===== src/rtl/tmr_voted_pipeline_if.sv =====
// tmr_voted_pipeline_if: datapath, error-report and fault-injection signals of the TMR pipeline
interface tmr_voted_pipeline_if #(
    parameter int WIDTH     = 8,
    parameter int DEPTH     = 3,
    parameter int CNT_WIDTH = 8
);
    localparam int STAGE_W = DEPTH > 1 ? $clog2(DEPTH) : 1;
    logic                 en;
    logic                 in_valid;
    logic [WIDTH-1:0]     in_data;
    logic                 out_valid;
    logic [WIDTH-1:0]     out_data;
    logic [DEPTH-1:0]     err_stage;
    logic                 err_any;
    logic [CNT_WIDTH-1:0] err_cnt;
    logic                 err_clr;
    logic                 inj_en;
    logic [1:0]           inj_copy;
    logic [STAGE_W-1:0]   inj_stage;
    logic [WIDTH-1:0]     inj_mask;
    modport master (
        output en, in_valid, in_data, err_clr, inj_en, inj_copy, inj_stage, inj_mask,
        input  out_valid, out_data, err_stage, err_any, err_cnt
    );
    modport slave (
        input  en, in_valid, in_data, err_clr, inj_en, inj_copy, inj_stage, inj_mask,
        output out_valid, out_data, err_stage, err_any, err_cnt
    );
endinterface


===== src/rtl/tmr_voted_pipeline.sv =====
// tmr_voted_pipeline: triple-redundant register pipeline with majority voting, scrubbing and upset counting
module tmr_voted_pipeline #(
    parameter int WIDTH     = 8,
    parameter int DEPTH     = 3,
    parameter int CNT_WIDTH = 8
) (
    input logic clk,
    input logic rst,
    tmr_voted_pipeline_if.slave bus
);
    // Bit WIDTH of every word is the valid flag, so valid is voted exactly like data.
    logic [WIDTH:0]       q   [3][DEPTH];
    logic [WIDTH:0]       d   [3][DEPTH];
    logic [WIDTH:0]       v   [DEPTH];
    logic [WIDTH:0]       nx  [DEPTH];
    logic [DEPTH-1:0]     err;
    logic [CNT_WIDTH-1:0] cnt;
    always_comb begin
        for (int s = 0; s < DEPTH; s++) begin
            v[s]   = (q[0][s] & q[1][s]) | (q[0][s] & q[2][s]) | (q[1][s] & q[2][s]);
            err[s] = (q[0][s] != q[1][s]) || (q[0][s] != q[2][s]);
        end
        nx[0] = bus.en ? {bus.in_valid, bus.in_data} : v[0];
        for (int s = 1; s < DEPTH; s++)
            nx[s] = bus.en ? v[s-1] : v[s];
        for (int c = 0; c < 3; c++)
            for (int s = 0; s < DEPTH; s++)
                d[c][s] = nx[s] ^ ((bus.inj_en && int'(bus.inj_copy) == c && int'(bus.inj_stage) == s)
                                   ? {1'b0, bus.inj_mask} : '0);
    end
    always_ff @(posedge clk) begin
        for (int c = 0; c < 3; c++)
            for (int s = 0; s < DEPTH; s++)
                q[c][s] <= rst ? '0 : d[c][s];
        if (rst || bus.err_clr)
            cnt <= '0;
        else if (|err && cnt != '1)
            cnt <= cnt + 1'b1;
    end
    assign bus.out_valid = v[DEPTH-1][WIDTH];
    assign bus.out_data  = v[DEPTH-1][WIDTH-1:0];
    assign bus.err_stage = err;
    assign bus.err_any   = |err;
    assign bus.err_cnt   = cnt;
endmodule

===== src/flat_wrapper.sv =====
// flat-port wrapper written by rule: the top's interface ports become plain ports
module tmr_voted_pipeline_flat 
#(
    parameter int WIDTH     = 8,
    parameter int DEPTH     = 3,
    parameter int CNT_WIDTH = 8
)
  (clk, rst, bus_en, bus_in_valid, bus_in_data, bus_err_clr, bus_inj_en, bus_inj_copy, bus_inj_stage, bus_inj_mask, bus_out_valid, bus_out_data, bus_err_stage, bus_err_any, bus_err_cnt);
  tmr_voted_pipeline_if #(.WIDTH(WIDTH), .DEPTH(DEPTH), .CNT_WIDTH(CNT_WIDTH)) bus_i ();
  input logic clk;
  input logic rst;
  input wire logic [$bits(bus_i.en)-1:0] bus_en;
  input wire logic [$bits(bus_i.in_valid)-1:0] bus_in_valid;
  input wire logic [$bits(bus_i.in_data)-1:0] bus_in_data;
  input wire logic [$bits(bus_i.err_clr)-1:0] bus_err_clr;
  input wire logic [$bits(bus_i.inj_en)-1:0] bus_inj_en;
  input wire logic [$bits(bus_i.inj_copy)-1:0] bus_inj_copy;
  input wire logic [$bits(bus_i.inj_stage)-1:0] bus_inj_stage;
  input wire logic [$bits(bus_i.inj_mask)-1:0] bus_inj_mask;
  output wire logic [$bits(bus_i.out_valid)-1:0] bus_out_valid;
  output wire logic [$bits(bus_i.out_data)-1:0] bus_out_data;
  output wire logic [$bits(bus_i.err_stage)-1:0] bus_err_stage;
  output wire logic [$bits(bus_i.err_any)-1:0] bus_err_any;
  output wire logic [$bits(bus_i.err_cnt)-1:0] bus_err_cnt;
  assign bus_i.en = bus_en;
  assign bus_i.in_valid = bus_in_valid;
  assign bus_i.in_data = bus_in_data;
  assign bus_i.err_clr = bus_err_clr;
  assign bus_i.inj_en = bus_inj_en;
  assign bus_i.inj_copy = bus_inj_copy;
  assign bus_i.inj_stage = bus_inj_stage;
  assign bus_i.inj_mask = bus_inj_mask;
  assign bus_out_valid = bus_i.out_valid;
  assign bus_out_data = bus_i.out_data;
  assign bus_err_stage = bus_i.err_stage;
  assign bus_err_any = bus_i.err_any;
  assign bus_err_cnt = bus_i.err_cnt;
  tmr_voted_pipeline #(.WIDTH(WIDTH), .DEPTH(DEPTH), .CNT_WIDTH(CNT_WIDTH)) u_core (.clk(clk), .rst(rst), .bus(bus_i));
endmodule

===== config.mk =====
export PLATFORM = sky130hd
export DESIGN_NAME = tmr_voted_pipeline_flat
export DESIGN_NICKNAME = d
export VERILOG_FILES = /design/src/rtl/tmr_voted_pipeline_if.sv /design/src/rtl/tmr_voted_pipeline.sv /design/src/flat_wrapper.sv
export SDC_FILE = /design/constraint.sdc
export NUM_CORES = 1
export LEC_CHECK = 0
export BUFFER_PORTS_ARGS = -buffer_cell sky130_fd_sc_hd__buf_2
export CORE_UTILIZATION = 59
export CTS_CLUSTER_SIZE = 12
export DETAILED_ROUTE_END_ITERATION = 10
export PLACE_DENSITY = 0.8
export SYNTH_ARGS = -nofsm -noshare
export SYNTH_HDL_FRONTEND = slang
export SYNTH_SLANG_ARGS = --single-unit

===== constraint.sdc =====
create_clock -name clk -period 5.5 [get_ports clk]
set_input_delay 1.1 -clock clk [delete_from_list [all_inputs] [get_ports clk]]
set_output_delay 1.1 -clock clk [all_outputs]
set_load 0.01 [all_outputs]

== After elaboration in Yosys (flattened, before gate mapping) ==
Memories as Yosys holds them, arrays and structs flattened.
Cells that the tools add are included.

* Bits in registers: 8
* Memory bits (writable): 81
* Input port bits: 26
* Output and inout bits: 21
* Logic and storage cells: 79
* Memories: 1

{| class="wikitable"
|+ Memories
! memory !! depth !! bits a word !! rd ports !! clocked after memory_dff !! write ports !! line !! source
|-
| u_core.q || 3 || 27 || 3 || 0 || 3 || tmr_voted_pipeline.sv:12 || <nowiki>logic [WIDTH:0] q [3][DEPTH];</nowiki>
|}

* Add/sub/neg operators: 1
* Equality and inequality tests: 11
* Mux-type cells: 21
* Bitwise operators: 24
* Reductions and logical operators: 20

{| class="wikitable"
|+ Operators by type and width
! operator !! number
|-
| $mux 9 || 12
|-
| $and 9x9->9 || 9
|-
| $xor 9x9->9 || 9
|-
| $mux 8 || 9
|-
| $ne 9x9->1 || 6
|-
| $or 9x9->9 || 6
|-
| $logic_and 1x1->1 || 13
|-
| $add 8x1->8 const B || 1
|-
| $eq 2x2->1 const B || 4
|-
| $ne 8x8->1 const B || 1
|-
| $logic_not 2->1 || 2
|-
| $logic_or 1x1->1 || 4
|-
| $reduce_or 3->1 || 1
|}

== Longest topological paths before layout ==
Gate-level depths: netlist of the first run.
An unclocked memory read counts as a cell.

* Depth in word-level cells: 7
* Depth in mapped cells: 7
* Gate-level depth less buffers: 6

== Worst setup path before layout of the first run ==
No wires, ideal clock.

* Path type: register to output
* Start: mem u_core.q[1][20] (netlist bit)
* End: out bus_err_any
* Data arrival time: 1.548 ns
* Data required time: 4.400 ns
* Setup slack: 2.852 ns
* Cell stages (with the launch flop): 5
* Buffers on the path: 0
* Path through: dfxtp_1 > ha_1 > nor4_1 > nand4_1 > or3_1

{| class="wikitable"
|+ RTL lines
! item !! line !! source
|-
| start, declared || tmr_voted_pipeline.sv:12 ||
|-
| end, declared || flat_wrapper.sv:23 || <nowiki>output wire logic [$bits(bus_i.err_any)-1:0] bus_err_any;</nowiki>
|}

==> run summary, run 1 <==
At the worst endpoint, the arrival time is 2.26 ns. The flow ran to the end, and the final reports show no timing, DRC or antenna violations. The cts-stage hold buffer count is 0. The per-cell routed wire length is 14.56 um.

The detail-routed via count per cell came out at about 5.5. The final layout net count is around 620. The most used flip-flop cell after synthesis is sky130_fd_sc_hd__dfxtp_1.

The met3 usage is 3.601%. In this run the tightest slew margin relative to its limit is 35.40%. The number of remaining DRC errors is 0. The buffer type at the clock tree root is sky130_fd_sc_hd__clkbuf_8. The worst-margin pin slew is 0.9665 ns. The final worst setup slack came out at between 2 and 2.5 ns. The count of nets left with antenna violations once routing finished came out at 0. The share of final-layout standard cells stronger than drive strength 1 is 13.21%. Data on the critical path is required at its endpoint by 4.40 ns. The total power consumption of the routed design came out at 1.280 mW. The number of synthesized flops with an enable pin came out at 0. Yosys instantiated no cell more often than sky130_fd_sc_hd__nor2_1.

The quantity of gates resized following cts came out at 0. After floorplanning, the core was divided into 31 placement rows. The effective utilization at floorplan came out at around 61%. At the end of routability-driven placement, the weighted congestion stood at 0.8061. The worst-path cell with the longest stage delay is sky130_fd_sc_hd__or3_1. The post-placement setup slack came out at 2.269 ns. Input and output buffers added on the ports amount to 46.

Summing over every cut layer, the via total after detailed routing is 3544. Clock skew on the completed layout was measured at 0.01124 ns. In this run the critical register-to-register path is launched from u_core.q[2][25]$_SDFF_PP0_. The clock transition at the registers of the reported paths came out at 0.08 ns.

The floorplan die height came out at between 80 and 90 um. For this block, the routed nets add up to 9379 um of wire. The count of warnings emitted by yosys came out at 0.

Of all nets on the critical path, the largest fanout is 3. The post-synthesis instance area is 4471 um^2. The stage delay of the slowest cell on the critical path came out at 0.49 ns.

TritonCTS built the clock tree. The power density of the placed cells is 259.5 nW/um^2. Setup violations remaining at the end of the flow were counted as 0. In the synthesized netlist, the cells that appear most often are sky130_fd_sc_hd__nor2_1, sky130_fd_sc_hd__dfxtp_1, sky130_fd_sc_hd__nand2_1. The post-detailed-placement cell area is 4726 um^2. The post-CTS setup-driven buffer insertion count is 0. The element type at the critical path start is a register. The area of the die came out at 7929 um^2. The share of the synthesized area in the top cell type is 37.17%.

The synthesis-to-finish area growth came out at 10.27%. The number of primary I/O pins is 47. sky130_fd_sc_hd__dfxtp_1 takes more of the synthesized area than any other cell. The number of max-cap violations is 0.

The first detailed-routing pass ran for 5 iterations. Of the synthesized area, sequential elements account for 37.17%. The wire length of the first global-routing pass came out at 15100 um. The H-tree was split into 3 levels.

The worst-case IR drop observed on VDD is 136.0 uV. In this run the mean area of a mapped cell was around 9 um^2. The number of buffers created by CTS is 9. The count of final max-slew check failures was 0. The worst register-to-register path ends at u_core.bus.err_cnt[1]$_SDFFE_PP0P_. The share of flip-flops with an asynchronous set or reset after synthesis is 0%. The total clock sinks came out at 83. In the global route stage, overall resource usage came out at 25.39%.

Synthesis produced a netlist with a net count of just under 600. The diode insertion count for antenna repair is 0. The layer flagged by global routing as most heavily used is met2. In the global route stage, met2 resource usage came out at 47.76%. The signal on the critical path passes through ha_1, nor4_1, nand4_1, or3_1, buf_2. Measured in cells, the most critical reg-to-reg path has a length of 6.

Counting every instance in the synthesized netlist gives 508. The minimum clock period after layout is around 3.4 ns. In the global route stage, met1 resource usage came out at 29.59%. The maximum buffer depth of the clock tree came out at 2. Once layout is done, the placed cells without fillers occupy 4930 um^2. The final-report hold violation count is 0. The logic depth of the worst setup path including buffers came out at 5. The die boundary width is 89.05 um. The initial antenna violation count was 0. Entering global routing, the biggest net connects 77 pins.

The synthesized design contains 83 register bits. The kind of cell with the highest combined delay along the critical path is simple AND/OR/NAND/NOR gates. By area the synthesized netlist is led by sky130_fd_sc_hd__dfxtp_1, sky130_fd_sc_hd__ha_1, sky130_fd_sc_hd__xor2_1. In this run the static leakage power is 2.276 nW.

The placed instance count came out at roughly 630. The number of distinct library cell variants in the gate-level netlist after synthesis came out at 34. The achievable clock frequency came out at 0.2976 GHz. The summed negative setup slack over all endpoints is 0 ns.

The path class of the tightest hold or removal check is register to register. Setup repair after global routing left no endpoint under its margin. The element type at the critical path end is an output port. The worst path buffer plus inverter count came out at 1. The placeable core region came out at 7292 um^2.

The most critical setup path has its endpoint at bus_err_any. For this block, the initial DRC count from the detailed router was roughly 230. The critical path is of the register to output port type. Leaving out filler cells and counting taps, the final layout contains 644. The via count of the first global-routing pass is 3355. The final clock period utilization by the worst path is 61.08%.

The clock latency on the worst-skew pair came out at 0.34 ns. After legalization and detailed placement, the total HPWL measured around 7000 um. The worst setup slack for register-to-register paths came out at 3.08 ns. The beginning of the critical path is u_core.q[2][25]$_SDFF_PP0_. Summed over all layers, the global routing overflow is 0.
## worst min-delay path by stage
stage | from | to | slack [ns] | depth (start not counted)
2_1_floorplan | register | register | 0.46 | 2
3_3_place_gp | register | register | 0.47 | 2
3_5_place_dp | register | register | 0.49 | 2
4_1_cts | register | register | 0.51 | 2
5_1_grt | u_core.bus.err_cnt[5]$_SDFFE_PP0P_ | u_core.bus.err_cnt[5]$_SDFFE_PP0P_ | 0.53 | 2
6_report | register | register | 0.50 | 2
## state kept, by name, indices dropped and copies added (netlist names), named ones only
signal,count
u_core.q,72
u_core.bus.err_cnt,8
## where the power goes
| part | total, mW | internal [mW] | switching, mW |
|---|---|---|---|
| clock network | 0.441 | 0.234 | 0.206 |
| logic | 0.186 | 0.0770 | 0.109 |
| registers | 0.653 | 0.634 | 0.0189 |
## area by class of cell
class	instances	area, um^2
Sequential cell	83	1662
Inverter	2	7.507
Multi-Input combinational cell	397	2695
Clock buffer	12	155.1
Timing Repair Buffer	47	237.7
Clock inverter	4	48.80
Tap cell	99	123.9
Fill cell	617	2362
## cells in the final DEF (no fill, tap or decap), types with 12 or more instances in the layout
master                     n
sky130_fd_sc_hd__a211o_1  14
sky130_fd_sc_hd__xnor2_1  24
sky130_fd_sc_hd__xor2_1   49
sky130_fd_sc_hd__mux2i_1  12
sky130_fd_sc_hd__nor2_1   94
sky130_fd_sc_hd__ha_1     49
sky130_fd_sc_hd__dfxtp_1  83
sky130_fd_sc_hd__nand2_1  76
sky130_fd_sc_hd__buf_2    46
sky130_fd_sc_hd__nor4_1   12
sky130_fd_sc_hd__a21oi_1  19
## kinds of logic (layout without fill, tap and decap cells)
logic type                 Yosys count  after routing  synth area share [%]
buffers and inverters               28             65                 2.547
AOI/OAI and AO/OA                   53             53                 8.172
muxes                               12             12                 2.687
and+or+nand+nor                    210            210                 21.41
DFF                                 83             83                 37.17
adders and majority gates           49             49                 13.71
xor gates and xnor gates            73             73                 14.30
## per-layer routing
metal / part of all wire (%) / wire [um]
met1: 42 / 3982
met2: 51 / 4798
met3: 5.1 / 476
met4: 1.3 / 121
met5: 0 / 0
## stage by stage
stage | util [%] | hold WS, ns
after floorplan | - | 0.4601
after global placement | 64.81 | 0.4721
after detailed placement | 64.81 | 0.4851
after CTS | 67.60 | 0.5071
after global routing | 67.60 | 0.5285
final | 67.60 | 0.4951
## worst min-delay path: stages (launching register included)
cell                      delay [ns]
sky130_fd_sc_hd__dfxtp_1        0.33
sky130_fd_sc_hd__mux2i_1        0.06
sky130_fd_sc_hd__nor2_1         0.07
No activity file was read; power rests on OpenSTA's default activity.
==> inputs of run 2 (changes only) <==
--- a/config.mk
+++ b/config.mk
@@ -5,11 +5,12 @@
 export SDC_FILE = /design/constraint.sdc
 export NUM_CORES = 1
 export LEC_CHECK = 0
+export ABC_AREA = 1
 export BUFFER_PORTS_ARGS = -buffer_cell sky130_fd_sc_hd__buf_2
 export CORE_UTILIZATION = 59
 export CTS_CLUSTER_SIZE = 12
 export DETAILED_ROUTE_END_ITERATION = 10
-export PLACE_DENSITY = 0.8
+export PLACE_DENSITY = 0.79
 export SYNTH_ARGS = -nofsm -noshare
 export SYNTH_HDL_FRONTEND = slang
 export SYNTH_SLANG_ARGS = --single-unit
==> constraint.sdc (replaced) <==
create_clock -name clk -period 3.15 [get_ports clk]
set_input_delay 0.63 -clock clk [delete_from_list [all_inputs] [get_ports clk]]
set_output_delay 0.63 -clock clk [all_outputs]
set_load 0.01 [all_outputs]
==> run 2 against run 1 <==
Against the previous run: sequential cell count stayed put; synthesized area is 9.8% higher; non-clock buffer count is 3 higher; clock power is 84% higher; sequential share of layout area is 3.1 points lower; wire length is 27% higher; global-route usage is 4.3 points higher; largest power group unchanged; via count is 25% higher; die area is 9.6% higher; setup slack worse by 1.9 ns; largest cell class unchanged; register-to-register slack worse by 2.0 ns; cell count is 24% higher.
==> run summary, run 2 <==
The flow ran to the end, and the final reports show no timing, DRC or antenna violations. The post-detailed-placement cell area came out at 5211 um^2 (+10%). For this run, the leading register cell type out of synthesis is sky130_fd_sc_hd__dfxtp_1. The most common cell in the synthesized netlist is sky130_fd_sc_hd__nand2_1. Sorting the synthesized cells by how often they occur yields sky130_fd_sc_hd__nand2_1, sky130_fd_sc_hd__nor2_1, sky130_fd_sc_hd__dfxtp_1. The area taken by flip-flops and latches is 1662 um^2 (unchanged). u_core.q holds more flip-flops than any other register. The placeable core region came out at 7888 um^2 (+8.2%). The via count of the first global-routing pass is 4479 (+34%). The global router's overall resource usage came to 29.70% (+4.3 points). The number of nets still failing antenna checks after routing is 0 (unchanged). The number of search-and-repair iterations in the first detailed-routing pass is 5 (unchanged). The worst clock skew was 0.009686 ns (-0.001556 ns). The share of the synthesized area in the top cell type came out at 33.84% (-3.3 points). The clock latency on the worst-skew pair is 0.37 ns (+0.03 ns). The effective utilization at floorplan came out at 62.25% (+0.94 points). The half-perimeter wire length after detailed placement is 8996 um (+28%). The detail-routed via count per cell is 5.543 (+0.73%). The wire length of the first global-routing pass is 19980 um (+32%). The maximum number of pins on one net before global-route repair was 48 (-38%).

The number of primary I/O pins was 47 (unchanged). The tree is rooted in a sky130_fd_sc_hd__clkbuf_8. The final layout net count came to 769 (+25%).

The share of final-layout standard cells stronger than drive strength 1 is 14.59% (+1.4 points). The number of buffer cells added on primary ports came to 46 (unchanged). The flip-flop and latch count after synthesis came out at 83 (unchanged). The sequential area share after synthesis is 33.84% (-3.3 points). The element type at the critical path end is an output port.

The count of final max-slew check failures is 0 (unchanged). The per-cell routed wire length came out at 14.84 um (+1.9%). The count of warnings emitted by yosys is 0 (unchanged). STA classifies the critical path startpoint as a register. The floorplan die height came to 93.22 um (+4.7%). The synthesis-to-finish area growth came out at 10.47%. The worst max-slew margin expressed relative to the limit came out at 44.38% (+9.0 points). Dividing the final minimum period by the clock period gives 91.60%.

The routability congestion estimate from global placement is 0.8384 (+4.0%). The post-synthesis instance area is 4910 um^2 (+9.8%). The worst setup slack for register-to-register paths is 1.04 ns (-2.04 ns). The total power consumption of the routed design came out at 2.379 mW (+86%). The area of the die is 8690 um^2 (+9.6%).

The first-iteration detailed-routing DRC count is 261 (+12%). The critical path data arrival time came out at 2.26 ns (about the same). The number of max-cap violations is 0 (unchanged).

The cell row count came to 32 (+3.2%). The power density of the placed cells is 438.7 nW/um^2 (+69%). The initial antenna violation count is 0 (unchanged). The clock transition at the registers of the reported paths is 0.09 ns (about the same). The number of distinct library cell variants in the gate-level netlist after synthesis is 26 (-24%).

The quantity of gates resized following cts is 0 (unchanged). The top cell types in the final layout, fill and taps aside, are sky130_fd_sc_hd__nand2_1, sky130_fd_sc_hd__nor2_1, sky130_fd_sc_hd__dfxtp_1. The maximum buffer depth of the clock tree came to 2 (unchanged). The number of H-tree levels was 3 (unchanged). The number of synthesized flops with an enable pin was 0 (unchanged).

The share of flip-flops with an asynchronous set or reset after synthesis came out at 0% (unchanged). The flip-flop count of the largest register after layout is 72 (unchanged). The total wirelength of the detailed-routed design came out at 11880 um (+27%). The diode insertion count for antenna repair came to 0 (unchanged).

The worst reg2reg path endpoint is u_core.bus.err_cnt[7]$_SDFFE_PP0P_. The final-report hold violation count was 0 (unchanged). The worst flop-to-flop path startpoint is u_core.q[2][15]$_SDFF_PP0_.

The critical setup path kind is register to output port. The depth of the worst register-to-register path came to 10 (+4). The total clock sinks is 83 (unchanged). The number of setup violations in the final report is 0 (unchanged). The path class of the tightest hold or removal check is register to register.

After synthesis, the cell types taking the most area are sky130_fd_sc_hd__dfxtp_1, sky130_fd_sc_hd__ha_1, sky130_fd_sc_hd__nand2_1. The count of cells along the worst hold path is 2 (unchanged). The number of buffers created by CTS came to 9 (unchanged). Leaving out fill and tap cells, the most frequent cell in the layout is sky130_fd_sc_hd__nand2_1. The critical path required time is 2.52 ns (-1.88 ns). The number of cells produced by synthesis is 654 (+29%).

The mean area per synthesized cell came out at 7.507 um^2 (-15%). The number of filler cells placed in the layout is 640 (+3.7%). The final worst setup slack came out at 0.2644 ns (-1.876 ns). The post-placement setup slack is 0.6993 ns (-1.570 ns). The number of remaining DRC errors came out at 0 (unchanged). The maximum vdd ir drop came to 296.7 uV (+120%).

The post-route cell area came out at 5424 um^2 (+10%). TritonCTS built the clock tree. The post-CTS setup-driven buffer insertion count is 0 (unchanged). The worst-margin pin slew is 0.8343 ns (-0.1321 ns). The leftover overflow at the end of global routing is 0 (unchanged). The area of the multi-input gates is 2955 um^2 (+9.7%). The achievable clock frequency is approximately 0.35 GHz.

Setup repair after global routing left no endpoint under its margin. The cts-stage hold buffer count came out at 0 (unchanged). The number of vias in the routed layout came out at 4440 (+25%). The summed negative setup slack over all endpoints came out at 0 ns (unchanged). The worst hold slack after final layout is 0.4745 ns (-0.02056 ns). The net count after synthesis came to 729 (+25%).

The minimum clock period after layout came out at 2.886 ns. The maximum fanout along the worst path came to 17 (+14). Of all cell types, the one taking the most synthesized area is sky130_fd_sc_hd__dfxtp_1.

The leakage power figure came out at 2.428 nW (+6.7%). The die boundary width came to 93.22 um (+4.7%).
## run 2: cell types whose count changed in the layout (fill, tap and decap cells not counted), moves of 12 or more
cell,before,now
sky130_fd_sc_hd__a211o_1,14,0
sky130_fd_sc_hd__a21oi_1,19,59
sky130_fd_sc_hd__inv_1,1,53
sky130_fd_sc_hd__mux2i_1,12,0
sky130_fd_sc_hd__nand2_1,76,128
sky130_fd_sc_hd__nand3_1,5,39
sky130_fd_sc_hd__nor4_1,12,0
sky130_fd_sc_hd__o21a_1,0,12
sky130_fd_sc_hd__o21ai_2,0,23
sky130_fd_sc_hd__o21bai_1,0,24
sky130_fd_sc_hd__xor2_1,49,0
## run 2: worst max path at each step
stage | slack [ns] | endpoint | from | cells past startpoint
after floorplan | 1.17 | bus_err_any | u_core.q[1][25]$_SDFF_PP0_ | 8
after global placement | 0.74 | bus_err_any | u_core.q[1][20]$_SDFF_PP0_ | 8
after detailed placement | 0.70 | bus_err_any | u_core.q[1][20]$_SDFF_PP0_ | 8
after CTS | 0.30 | bus_err_any | u_core.q[1][20]$_SDFF_PP0_ | 8
after global routing | 0.10 | bus_err_any | u_core.q[2][23]$_SDFF_PP0_ | 8
final | 0.26 | bus_err_any | u_core.q[2][15]$_SDFF_PP0_ | 8
## run 2: cell type report
type	instances	share of cell area [%]
clock buffer	11	2.791
multi-input combinational	495	54.49
clock inverter	5	1.130
timing repair buffer	50	4.798
inverter	55	3.806
sequential	83	30.63
tap	102	2.353
## run 2: cells by family (layout without fill, tap and decap cells)
logic type | count (synthesis) | after routing | synth area share [%]
flip-flops | 83 | 83 | 33.84
XOR/XNOR | 24 | 24 | 4.281
adder cells (fa/ha/maj) | 49 | 49 | 12.49
AO/OA/AOI/OAI | 119 | 119 | 15.72
buffers and inverters | 76 | 121 | 5.963
AND/OR/NAND/NOR | 303 | 303 | 27.70
## run 2: power breakdown
group          switching (mW)  leakage, nW  internal, mW
clock                   0.402       0.0978         0.411
sequential             0.0394        0.684          1.11
combinational           0.249         1.65         0.164
total                   0.691         2.43          1.69
## run 2: metal layers
layer | part of all wire (%) | vias to the layer above | track usage, %
met3 | 5.0 | 38 | 5.772
li1 | - | 2244 | -
met4 | 3.4 | 0 | 14.23
met2 | 50 | 128 | 54.29
met5 | 0 | - | 0
met1 | 41 | 2030 | 32.74
## run 2: metrics by stage
step                instances  utilization [%]
CTS                       801            68.77
detailed placement        785            66.07
global route              801            68.77
global placement          785            66.07
finish                    801            68.77
floorplan                 654                -
## run 2: critical path: stages, from the launching register on
cell and delay, ns:
sky130_fd_sc_hd__dfxtp_1 0.33, sky130_fd_sc_hd__ha_1 0.30, sky130_fd_sc_hd__nor2_1 0.15, sky130_fd_sc_hd__nand2_1 0.07, sky130_fd_sc_hd__nor2_1 0.10, sky130_fd_sc_hd__nand2_1 0.08
sky130_fd_sc_hd__nor2_1 0.17, sky130_fd_sc_hd__nand2_1 0.39, sky130_fd_sc_hd__buf_2 0.29
==> inputs of run 3 (changes only) <==
--- a/config.mk
+++ b/config.mk
@@ -5,12 +5,11 @@
 export SDC_FILE = /design/constraint.sdc
 export NUM_CORES = 1
 export LEC_CHECK = 0
-export ABC_AREA = 1
 export BUFFER_PORTS_ARGS = -buffer_cell sky130_fd_sc_hd__buf_2
 export CORE_UTILIZATION = 59
 export CTS_CLUSTER_SIZE = 12
 export DETAILED_ROUTE_END_ITERATION = 10
-export PLACE_DENSITY = 0.79
+export PLACE_DENSITY = 0.8
 export SYNTH_ARGS = -nofsm -noshare
 export SYNTH_HDL_FRONTEND = slang
 export SYNTH_SLANG_ARGS = --single-unit
==> run 3 against run 2 <==
Against the previous run: clock skew about the same; combinational power down 21%; critical endpoint unchanged; critical path type unchanged; die area down 8.8%; global-route usage down 3.8 points; first-iteration DRC count down 48%; count of clock-buffer cells in the layout up 2; maximum frequency about the same.
==> run summary, run 3 (synthesis gave the netlist of run 1 again) <==
The number of nets still failing antenna checks after routing is 0 (unchanged). The global router's overall resource usage is 25.92% (-3.8 points). The final worst setup slack was 0.2618 ns (-0.002596 ns).

The achievable clock frequency is 0.3462 GHz (about the same). The number of remaining DRC errors was 0 (unchanged). Clock tree synthesis selected as its root buffer the cell sky130_fd_sc_hd__clkbuf_8. The fraction of power spent switching nets came out at 26.56% (-2.5 points). The leftover overflow at the end of global routing is 0 (unchanged).

The diode insertion count for antenna repair came out at 0 (unchanged). The internal power of the cells is 1.674 mW (-0.86%). The CTS tree is yes. The top cell types in the final layout, fill and taps aside, are sky130_fd_sc_hd__nor2_1, sky130_fd_sc_hd__dfxtp_1, sky130_fd_sc_hd__nand2_1. More flip-flops sit in one register than any other, and that register is u_core.q.

For this design, the slowest cell found on the critical path is sky130_fd_sc_hd__or3_1. The minimum clock period after layout is 2.888 ns (+0.002596 ns). The number of primary I/O pins is 47 (unchanged). The clock transition at the registers of the reported paths came out at 0.08 ns (about the same).

The share of final-layout standard cells stronger than drive strength 1 is 13.69% (-0.91 points). The number of H-tree levels came out at 3 (unchanged). The critical path data arrival time came out at 2.26 ns (about the same). The maximum buffer depth of the clock tree came to 2 (unchanged). The critical path required time is 2.52 ns (about the same). The element type at the critical path end is an output port. The leading cell type in the layout, fill and taps excluded is sky130_fd_sc_hd__nor2_1. The clock latency on the worst-skew pair is 0.36 ns (about the same).

The quantity of gates resized following cts is 0 (unchanged). The worst max-slew margin expressed relative to the limit is 41.85% (-2.5 points). The sequential cell fraction of total power was 50.0% (+1.5 points). The power dissipated by switching net loads is 0.6054 mW (-12%).

The number of setup violations in the final report is 0 (unchanged). The placeable core region is 7292 um^2 (-7.6%). The worst setup slack for register-to-register paths came out at 0.77 ns (-0.27 ns). The first-iteration detailed-routing DRC count came out at 135 (-48%). The number of filler cells placed in the layout came out at 609 (-4.8%). The number of max-cap violations is 0 (unchanged). The area of the die came out at 7929 um^2 (-8.8%). The power density of the placed cells is 459.3 nW/um^2 (+4.7%). The floorplan die height came to 89.05 um (-4.5%). The number of search-and-repair iterations in the first detailed-routing pass came out at 5 (unchanged). The post-CTS setup-driven buffer insertion count was 0 (unchanged). The number of buffers created by CTS came out at 9 (unchanged).

The critical path is of the register to output port type. The detail-routed via count per cell is 5.482 (-1.1%). The number of vias in the routed layout came to 3547 (-20%). The maximum number of pins on one net before global-route repair is 31 (-35%). The worst clock skew came to 0.01004 ns (+0.0003586 ns). The area of the multi-input gates came out at 2695 um^2 (-8.8%). The via count of the first global-routing pass came out at 3307 (-26%). The stage delay of the slowest cell on the critical path is 0.48 ns (+0.09 ns).

The post-placement setup slack is 0.6614 ns (-0.03787 ns). The cell row count came out at 31 (-3.1%). The wire length of the first global-routing pass came to 15130 um (-24%). The number of buffer cells added on primary ports came out at 46 (unchanged). The worst-margin pin slew came out at 0.8700 ns (+0.03566 ns). The signal on the critical path passes through ha_1, nor4_1, nand4_1, or3_1, buf_2.

The worst reg2reg path endpoint is u_core.bus.err_cnt[1]$_SDFFE_PP0P_. The placed instance count came out at 631 (-20%). The synthesis-to-finish area growth is 11.00%.

Setup repair after global routing left no endpoint under its margin. The initial antenna violation count is 0 (unchanged). The per-cell routed wire length came to 14.70 um (-0.93%).

The final-report hold violation count came to 0 (unchanged). The maximum fanout along the worst path is 3 (-14). The final cell count without fillers came out at 647 (-19%). The final layout net count is 618 (-20%). The relative contribution of the clock network to total power came out at 35.7% (+1.5 points).

The half-perimeter wire length after detailed placement is 7258 um (-19%). The flow ran to the end, and the final reports show no timing, DRC or antenna violations. The routability congestion estimate from global placement is 0.7856 (-6.3%).

The maximum vdd ir drop is 229.8 uV (-23%). The depth of the worst register-to-register path was 6 (-4). The die boundary width is 89.05 um (-4.5%). The area taken by flip-flops and latches came out at 1662 um^2 (unchanged). The flip-flop count of the largest register after layout is 72 (unchanged). The total wirelength of the detailed-routed design is 9510 um (-20%). The min-delay analysis places its worst path in the category register to register. The count of cells along the worst hold path is 2 (unchanged). The combinational share of power came to 14.3% (-3.1 points). The final clock period utilization by the worst path was 91.69% (about the same). The count of final max-slew check failures came out at 0 (unchanged). The element type at the critical path start is a register.

The cts-stage hold buffer count is 0 (unchanged). The leakage power figure came out at 2.286 nW (-5.8%). The total clock sinks came out at 83 (unchanged). In this run the critical register-to-register path is launched from u_core.q[2][25]$_SDFF_PP0_. The summed negative setup slack over all endpoints came out at 0 ns (unchanged). The effective utilization at floorplan is 61.31% (-0.94 points).
-- run 3: changes by cell type in the layout (fill, tap and decap cells not counted), moves of 14 or more --
cell                       before  now
sky130_fd_sc_hd__inv_1         53    1
sky130_fd_sc_hd__nand2_1      128   76
sky130_fd_sc_hd__o21ai_2       23    0
sky130_fd_sc_hd__a21oi_1       59   19
sky130_fd_sc_hd__nand3_1       39    5
sky130_fd_sc_hd__o21bai_1      24    0
sky130_fd_sc_hd__xor2_1         0   49
sky130_fd_sc_hd__a211o_1        0   14
-- run 3: per-stage QoR --
stage	util (%)	area, um^2	hold WS (ns)	total power, mW
after global placement	65.12	4748	0.4711	1.473
after detailed placement	65.12	4748	0.4816	1.489
after global routing	68.05	4962	0.5214	2.382
final	68.05	4962	0.4989	2.279
after CTS	68.05	4962	0.5013	2.283
after floorplan	-	4471	0.4601	1.395
-- run 3: critical path, delay by kind of cell (launching register included) --
| family | cells | cell delay, ns |
|---|---|---|
| flops | 1 | 0.33 |
| fa+ha+maj | 1 | 0.30 |
| simple gates | 3 | 1.11 |
| buf+inv | 1 | 0.16 |
-- run 3: final cells by class --
class / count / area share (%)
Clock buffer: 13 / 3.404
Clock inverter: 3 / 0.9077
Inverter: 2 / 0.1513
Multi-Input combinational cell: 397 / 54.31
Sequential cell: 83 / 33.48
Tap cell: 99 / 2.496
Timing Repair Buffer: 50 / 5.245
-- run 3: layer usage --
layer,vias to the layer above,global-route usage [%],part of all wire [%]
met2,61,47.69,51
met1,1690,30.34,44
met5,-,0,0
li1,1783,-,-
met4,0,8.947,1.4
met3,13,4.617,3.8
-- run 3: power groups by stage --
stage	sequential (mW)	combinational [mW]	clock, mW
after global placement	1.16	0.314	0
after floorplan	1.16	0.238	0
final	1.14	0.326	0.814
after global routing	1.15	0.367	0.869
after detailed placement	1.16	0.325	0
after CTS	1.14	0.329	0.815
-- run 3: how the worst max path moves through the flow --
stage	from	endpoint	slack [ns]	cells past startpoint
after floorplan	u_core.q[1][20]$_SDFF_PP0_	bus_err_any	0.97	4
after global placement	u_core.q[2][2]$_SDFF_PP0_	bus_err_any	0.67	5
after detailed placement	u_core.q[2][25]$_SDFF_PP0_	bus_err_any	0.66	5
after CTS	u_core.q[2][25]$_SDFF_PP0_	bus_err_any	0.26	5
after global routing	u_core.q[1][20]$_SDFF_PP0_	bus_err_any	0.15	5
final	u_core.q[2][25]$_SDFF_PP0_	bus_err_any	0.26	5
